File: config.mk
export PLATFORM = sky130hd
export DESIGN_NAME = issue_scoreboard
export DESIGN_NICKNAME = d
export VERILOG_FILES = /design/src/rtl/issue_scoreboard.sv
export SDC_FILE = /design/constraint.sdc
export NUM_CORES = 1
export LEC_CHECK = 0
export BUFFER_PORTS_ARGS = -buffer_cell sky130_fd_sc_hd__buf_2
export CAP_MARGIN = 20
export CORE_ASPECT_RATIO = 1.75
export CORE_MARGIN = 2
export CORE_UTILIZATION = 55
export CTS_BUF_LIST = sky130_fd_sc_hd__clkbuf_4 sky130_fd_sc_hd__clkbuf_8 sky130_fd_sc_hd__clkbuf_16
export DETAILED_ROUTE_END_ITERATION = 7
export PLACE_DENSITY_LB_ADDON = 0.12
export REMOVE_ABC_BUFFERS = 1
export SLEW_MARGIN = 10
export SYNTH_ARGS = -nofsm -noshare
export SYNTH_HDL_FRONTEND = slang
export SYNTH_SLANG_ARGS = --single-unit
File: constraint.sdc
create_clock -name clk -period 10.6 [get_ports clk]
set_input_delay 1.59 -clock clk [delete_from_list [all_inputs] [get_ports clk]]
set_output_delay 1.59 -clock clk [all_outputs]
set_load 0.02 [all_outputs]
File: src/rtl/issue_scoreboard.sv
// rtl/issue_scoreboard.sv - issue-stage load scoreboard with RAW/WAW stall and one output register
//
// Purpose: accepts decoded instructions over a valid/ready handshake. It records
// the destination register of each outstanding load and stalls any instruction
// that reads such a register, or that is a load writing one. Loads also stall
// once MAX_LOADS are in flight. An accepted instruction is forwarded through a
// single output register.
//
// Optional feature: define ISSUE_STALL_CNT_EN to enable the saturating stall_cnt counter.
// When the macro is undefined, stall_cnt is tied to 0 and no counter flops are built.
//
// Ports:
//   clk, rst                    clock, synchronous active-high reset
//   flush                       drop the held output instruction; blocks accept this cycle
//   in_valid / in_ready         decoder handshake
//   in_instr, in_rs1/2/rd(+_valid), in_is_load   decoded fields
//   out_valid / out_ready       execute-stage handshake
//   out_instr, out_rs1/2/rd     registered copies of the accepted fields
//   wb_valid, wb_rd             load writeback that clears a scoreboard bit
//   pending                     scoreboard, bit n = load to xn outstanding
//   stall_cnt                   hazard stall-cycle counter (optional)
module issue_scoreboard #(
  parameter int MAX_LOADS = 4,
  parameter int CNT_W     = 16
) (
  input  logic             clk,
  input  logic             rst,
  input  logic             flush,
  input  logic             in_valid,
  output logic             in_ready,
  input  logic [31:0]      in_instr,
  input  logic [4:0]       in_rs1,
  input  logic             in_rs1_valid,
  input  logic [4:0]       in_rs2,
  input  logic             in_rs2_valid,
  input  logic [4:0]       in_rd,
  input  logic             in_rd_valid,
  input  logic             in_is_load,
  output logic             out_valid,
  input  logic             out_ready,
  output logic [31:0]      out_instr,
  output logic [4:0]       out_rs1,
  output logic [4:0]       out_rs2,
  output logic [4:0]       out_rd,
  input  logic             wb_valid,
  input  logic [4:0]       wb_rd,
  output logic [31:0]      pending,
  output logic [CNT_W-1:0] stall_cnt
);

  localparam logic [3:0] LOAD_LIMIT = 4'(MAX_LOADS);

  logic [3:0]  load_cnt;
  logic        hazard;
  logic        accept;
  logic        set_en;
  logic        clr_en;
  logic [31:0] set_vec;
  logic [31:0] clr_vec;

  // The hazard term uses only registered scoreboard state. A writeback in this
  // cycle therefore releases a stalled instruction one cycle later; there is no
  // same-cycle bypass.
  always_comb begin
    hazard = 1'b0;
    if (in_rs1_valid && in_rs1 != 5'd0 && pending[in_rs1]) hazard = 1'b1;
    if (in_rs2_valid && in_rs2 != 5'd0 && pending[in_rs2]) hazard = 1'b1;
    if (in_is_load && in_rd_valid && in_rd != 5'd0 && pending[in_rd]) hazard = 1'b1;
    if (in_is_load && load_cnt == LOAD_LIMIT) hazard = 1'b1;
  end

  assign in_ready = (~out_valid | out_ready) & ~hazard & ~flush;
  assign accept   = in_valid & in_ready;

  // The WAW check means an accepted load always targets a clear bit. A
  // writeback only clears a set bit. Set and clear can therefore never hit the
  // same register in one cycle.
  assign set_en = accept & in_is_load & in_rd_valid & (in_rd != 5'd0);
  assign clr_en = wb_valid & (wb_rd != 5'd0) & pending[wb_rd];

  always_comb begin
    set_vec = '0;
    clr_vec = '0;
    if (set_en) set_vec[in_rd] = 1'b1;
    if (clr_en) clr_vec[wb_rd] = 1'b1;
  end

  always_ff @(posedge clk) begin
    if (rst) begin
      pending   <= '0;
      load_cnt  <= '0;
      out_valid <= 1'b0;
      out_instr <= '0;
      out_rs1   <= '0;
      out_rs2   <= '0;
      out_rd    <= '0;
    end else begin
      pending <= ((pending | set_vec) & ~clr_vec) & ~32'd1;
      if (set_en && !clr_en)
        load_cnt <= load_cnt + 4'd1;
      else if (clr_en && !set_en)
        load_cnt <= load_cnt - 4'd1;

      // Output fields change only on accept, so they hold while stalled downstream.
      if (accept) begin
        out_valid <= 1'b1;
        out_instr <= in_instr;
        out_rs1   <= in_rs1;
        out_rs2   <= in_rs2;
        out_rd    <= in_rd;
      end else if (flush || out_ready) begin
        out_valid <= 1'b0;
      end
    end
  end

`ifdef ISSUE_STALL_CNT_EN
  always_ff @(posedge clk) begin
    if (rst)
      stall_cnt <= '0;
    else if (in_valid && hazard && !flush && stall_cnt != '1)
      stall_cnt <= stall_cnt + CNT_W'(1);
  end
`else
  assign stall_cnt = '0;
`endif

endmodule

# Word level (Yosys, flattened, before mapping)
# Cells that the tools add are included.
# Widths: inputs -> output; s select.
[totals] inputBits=62 regBits=84 elab_cells=75 out_inout_bits=97
[classes] order_cmp=6 add_sub_neg=2 n_eq_ne=1 n_mux=22 bitwise_logic=15 n_reduce_logical=21
[ops] cell="$mux 32" n=2
[ops] cell="$and 32x32->32" n=1
[ops] cell="$not 32->32" n=1
[ops] cell="$or 32x32->32" n=1
[ops] cell="$lt 5x6->1 const B" n=4
[ops] cell="$bmux 1 s5" n=4
[ops] cell="$reduce_bool 5->1" n=4
[ops] cell="$logic_and 1x1->1" n=12
[ops] cell="$mux 1" n=12
[ops] cell="$demux 1 s5" n=2
[ops] cell="$ge 5x1->1 const B" n=2
[ops] cell="$and 1x1->1" n=8
[ops] cell="$mux 4" n=2
[ops] cell="$add 4x1->4 const B" n=1
[ops] cell="$eq 4x3->1 const B" n=1
[ops] cell="$reduce_bool 2->1" n=2
[ops] cell="$sub 4x1->4 const B" n=1
[ops] cell="$not 1->1" n=3
[ops] cell="$logic_not 1->1" n=2
[ops] cell="$logic_or 1x1->1" n=1
[ops] cell="$or 1x1->1" n=1

# Logic depth before layout (Yosys ltp)
[depth] word_depth=18 mapped_depth=17 ltp_nobuf=15

# Least setup slack after synthesis
# No wires, ideal clock.
[synth_timing] kind="input -> output" from="input in_rs1[1]" to="output in_ready" path_stages=7 slack_ns=5.856 required_ns=9.010 path_buffers=1 arrival_time_ns=3.154 path_cell_list="buf_6 > mux4_2 > nor2b_1 > a211oi_2 > a21oi_1 > a311oi_2 > and3_1"
[synth_between] elab_chain_cells=10 elab_cells_between_ends=12 cone_classes="mux (6); bitwise (3); reduce/logical (3)"
[synth_rtl] item="start: declaration" line="32" text="input logic [4:0] in_rs1,"
[synth_rtl] item="$bmux 1 s5 or $reduce_bool 5->1 (tied branches)" line="66" text="if (in_rs1_valid && in_rs1 != 5'd0 && pending[in_rs1]) hazard = 1'b1;"
[synth_rtl] item="$mux 1 (not written as such) or $logic_and 1x1->1 (tied branches)" line="66"
[synth_rtl] item="$logic_and 1x1->1 *" line="66"
[synth_rtl] item="$mux 1 *" line="66"
[synth_rtl] item="$mux 1 *" line="67" text="if (in_rs2_valid && in_rs2 != 5'd0 && pending[in_rs2]) hazard = 1'b1;"
[synth_rtl] item="$mux 1 *" line="68" text="if (in_is_load && in_rd_valid && in_rd != 5'd0 && pending[in_rd]) hazard = 1'b1;"
[synth_rtl] item="$mux 1 *" line="69" text="if (in_is_load && load_cnt == LOAD_LIMIT) hazard = 1'b1;"
[synth_rtl] item="$not 1->1 *" line="72" text="assign in_ready = (~out_valid | out_ready) & ~hazard & ~flush;"
[synth_rtl] item="$and 1x1->1 * (2 in series)" line="72"
[synth_rtl] item="end: declaration" line="30" text="output logic in_ready,"
# Every way passes the cells marked *; elsewhere a longest branch is shown, timed or not. The select of a mux whose other input is x is not followed.

# Final worst setup path
# Same ends and word-level chain as after synthesis.

==> key figures <==
STA
  • Final critical-path share of the clock period: 47.33%
  • Number of setup violations in the final report: 0
  • Worst max-slew margin expressed relative to the limit: 53.20%
  • Minimum period implied by the final worst setup slack: 5.017 ns
  • Final number of max-transition violations: 0
  • Worst Hold Slack: 0.4708 ns
  • Hold Vio Cnt, Final: 0
  • Worst Clk Skew: 0.008090 ns
  • RSZ-0062 raised after global routing: no
  • Total Negative Setup Slacks: 0 ns
  • Worst-Margin Slew: 0.7020 ns
  • Highest Clock Rate: 0.1993 GHz
  • Final worst slack: 5.583 ns

Clocking
  • Hold buffers post-CTS: 0
  • Total clock sinks: 83
  • Clock slew seen by the registers of the worst setup and hold paths: 0.06 ns
  • H-tree Lvls: 3
  • Clock tree from TritonCTS: done
  • Clock Tree Buf Depth: 2
  • Number of buffers inserted by post-CTS setup repair: 0
  • Clock latency reported for the late side of the worst-skew pair: 0.34 ns
  • Cts repair resizes: 0
  • TritonCTS Buffers: 9
  • Root buffer selected by CTS: sky130_fd_sc_hd__clkbuf_16

Min path
  • Hold EP: out_instr[2]
  • Worst Hold Path Cells: 2
  • Launch instance of the worst min-delay path: out_instr[2]
  • Type of the most critical hold path: register to register

Drt
  • Routed wire length: 14430 µm
  • First-pass DRT Iterations: 5
  • Initial drt markers: 281
  • Number of DRC violations after detailed routing: 0
  • Post-detailed-route wirelength per cell: 17.92 µm
  • Overall via count from detail_route: 4649
  • Number of nets with antenna violations after detailed routing: 0
  • DR vias/cell: 5.775

Finish
  • Leading cell type in the layout, fill and taps excluded: sky130_fd_sc_hd__buf_2
  • Commonest cells after routing, fill and taps aside: sky130_fd_sc_hd__buf_2, sky130_fd_sc_hd__nand2b_1, sky130_fd_sc_hd__dfxtp_1
  • Net count reported at finish: 745
  • Total non-filler cell area in the finished layout: 0.006053 mm²
  • Fraction of final layout cells sized beyond drive strength 1: 27.23%
  • Filler cells: 809
  • Area grow syn2layout: 16.02%
  • ANT cells: 0

Worst setup path
  • Data required time at the worst endpoint: 9.01 ns
  • Worst setup slack for register-to-register paths: 7.00 ns
  • Worst-path fanout max: 8
  • Startpoint kind of the worst setup timing path: primary input
  • Type of the worst setup path: primary input to primary output
  • Launch point of the worst reg-to-reg path: pending[22]
  • Number of cells on the worst reg-to-reg path: 16
  • Crit path buffers/inverters: 2
  • Top Family by Delay on Critical Path: compound AO/OA/AOI/OAI gates
  • CP Cell Sequence: buf_2 > mux4_2 > nor2b_1 > a211oi_2 > a21oi_1 > a311oi_2 > and3_1 > buf_2
  • Endpoint type of the worst setup path: primary output
  • Largest stage delay on the critical path: 0.52 ns
  • Critical path's slowest cell: sky130_fd_sc_hd__mux4_2
  • Endpoint arrival time on the critical path: 3.43 ns
  • Cell repeated most along the worst path: sky130_fd_sc_hd__buf_2
  • R2r endpoint: load_cnt[3]

Logic synthesis
  • Share of flip-flops with an asynchronous set or reset: 0%
  • Largest area contributor in the netlist: sky130_fd_sc_hd__dfxtp_1
  • Number of enable-type register cells in the synthesized netlist: 0
  • Share of synthesized area occupied by flip-flops and latches: 31.85%
  • Distinct cells, synth: 47
  • Synthesized area divided by synthesized cell count: 9.106 µm²
  • Top_reg_cell synth: sky130_fd_sc_hd__dfxtp_1
  • Post-synthesis instance area: 0.005218 mm²
  • Synth top area share: 31.85%
  • Warnings from Yosys: 0
  • Number of synthesized register bits: 83
  • Cell count after synthesis: 573
  • Main area contributors after synthesis: sky130_fd_sc_hd__dfxtp_1, sky130_fd_sc_hd__mux2i_1, sky130_fd_sc_hd__nand2b_1

Power and ir drop
  • Leakage: 2.481 nW
  • Power Density: 120.1 mW/mm²
  • Maximum vdd drop: 0.00007952 V
  • Final Power: 726.9 µW

Floorplanning
  • Area inside the core boundary: 0.009350 mm²
  • Number of I/O pins: 159
  • Initial cell density of the core: 55.80%
  • Die footprint: 0.01031 mm²
  • Std cell rows: 47
  • Width of the die: 77.63 µm
  • Die Height: 132.8 µm

Global route
  • Vias in the first global route: 4536
  • Antenna violations before repair: 0
  • Gr usage total: 28.28%
  • Largest net degree at the start of global routing: 91
  • Total grt overflow: 0
  • First-pass GRT wire length: 22940 µm

Placed design
  • DPL Wire Length: 10720 µm
  • Final Wtd Congestion: 0.9981
  • Port Buf Inserts: 141
  • Worst setup timing slack at the placement stage: 5.499 ns
  • Post-place instance area: 0.005789 mm²

Run
  • Maximum Capacitance Violations: 0

Status
  • Status: finished, final reports clean
==> kinds of logic after synthesis <==
family                   synth area share, %
AND/OR/NAND/NOR                        24.56
AO/OA/AOI/OAI                          11.85
multiplexers                           22.76
flip-flops                             31.85
buffers and inverters                  7.314
adder cells (fa/ha/maj)                1.103
XOR/XNOR                              0.5037
other                                0.07187
==> cell usage after synthesis (all sizes together), types with 3 or more instances <==
library cell  count
a22oi             5
mux4             22
and3              4
nor4b             3
o22ai             5
nand2b           98
and2              6
dfxtp            83
nor3b             5
nand2            47
a21oi            38
nand3b            5
buf              32
nor2b             5
ha                3
or3               3
o21ai            12
o2bb2ai          21
nand3             4
o31ai             3
clkbuf           34
or3b              3
nor2             12
nor3             30
mux2i            68
==> through the flow <==
stage	std cells	utilization (%)
after floorplan	523	-
after global placement	790	61.92
after detailed placement	790	61.92
after CTS	805	64.74
after global routing	805	64.74
final	805	64.74
==> how the worst max path moves through the flow <==
stage                          from          end  slack, ns  cells after the start
after floorplan            in_rd[4]  load_cnt[3]       4.86                     13
after global placement    in_rs1[1]     in_ready       5.63                      8
after detailed placement  in_rs1[1]  load_cnt[3]       5.50                     17
after CTS                 in_rs1[1]     in_ready       5.58                      8
after global routing      in_rs1[1]     in_ready       5.44                      8
final                     in_rs1[1]     in_ready       5.58                      8
==> routing by layer <==
metal / global-route usage [%] / vias up / part of all wire [%]
met1: 32.24 / 2131 / 37
met5: 0 / - / 0
met2: 47.56 / 262 / 50
met3: 6.207 / 42 / 8.3
met4: 17.06 / 0 / 5.2
li1: - / 2214 / -
==> worst register-to-register path: cells and delay by family (launching register included) <==
family                     cells  cell delay (ns)
DFF                            1             0.38
and+or+nand+nor                4             0.70
buffers and inverters          2             0.35
adders and majority gates      2             0.47
muxes                          1             0.48
AOI/OAI and AO/OA              6             1.06
xor gates and xnor gates       1             0.09
==> sequential cells by signal, summed over array words and instances (netlist names) <==
name	cells
load_cnt	4
out_rs1	5
out_rs2	5
out_rd	5
pending	31
out_instr	32
out_valid	1
==> area by class of cell <==
class                   count  area (µm²)  share of cell area, %
multi-input cells         439        3236                  53.45
flip-flops and latches     83        1662                  27.45
repair buffers            145       735.7                  12.15
clock buffers              10       232.7                  3.845
well taps                 122       152.6                  2.522
clock inverters             5       31.28                 0.5167
inverters                   1       3.754                0.06201
==> power breakdown <==
group	internal (mW)	total [mW]	switching [mW]
clock	0.159	0.280	0.121
combinational	0.0458	0.119	0.0733
sequential	0.323	0.328	0.00545
No activity file was read; power rests on OpenSTA's default activity.
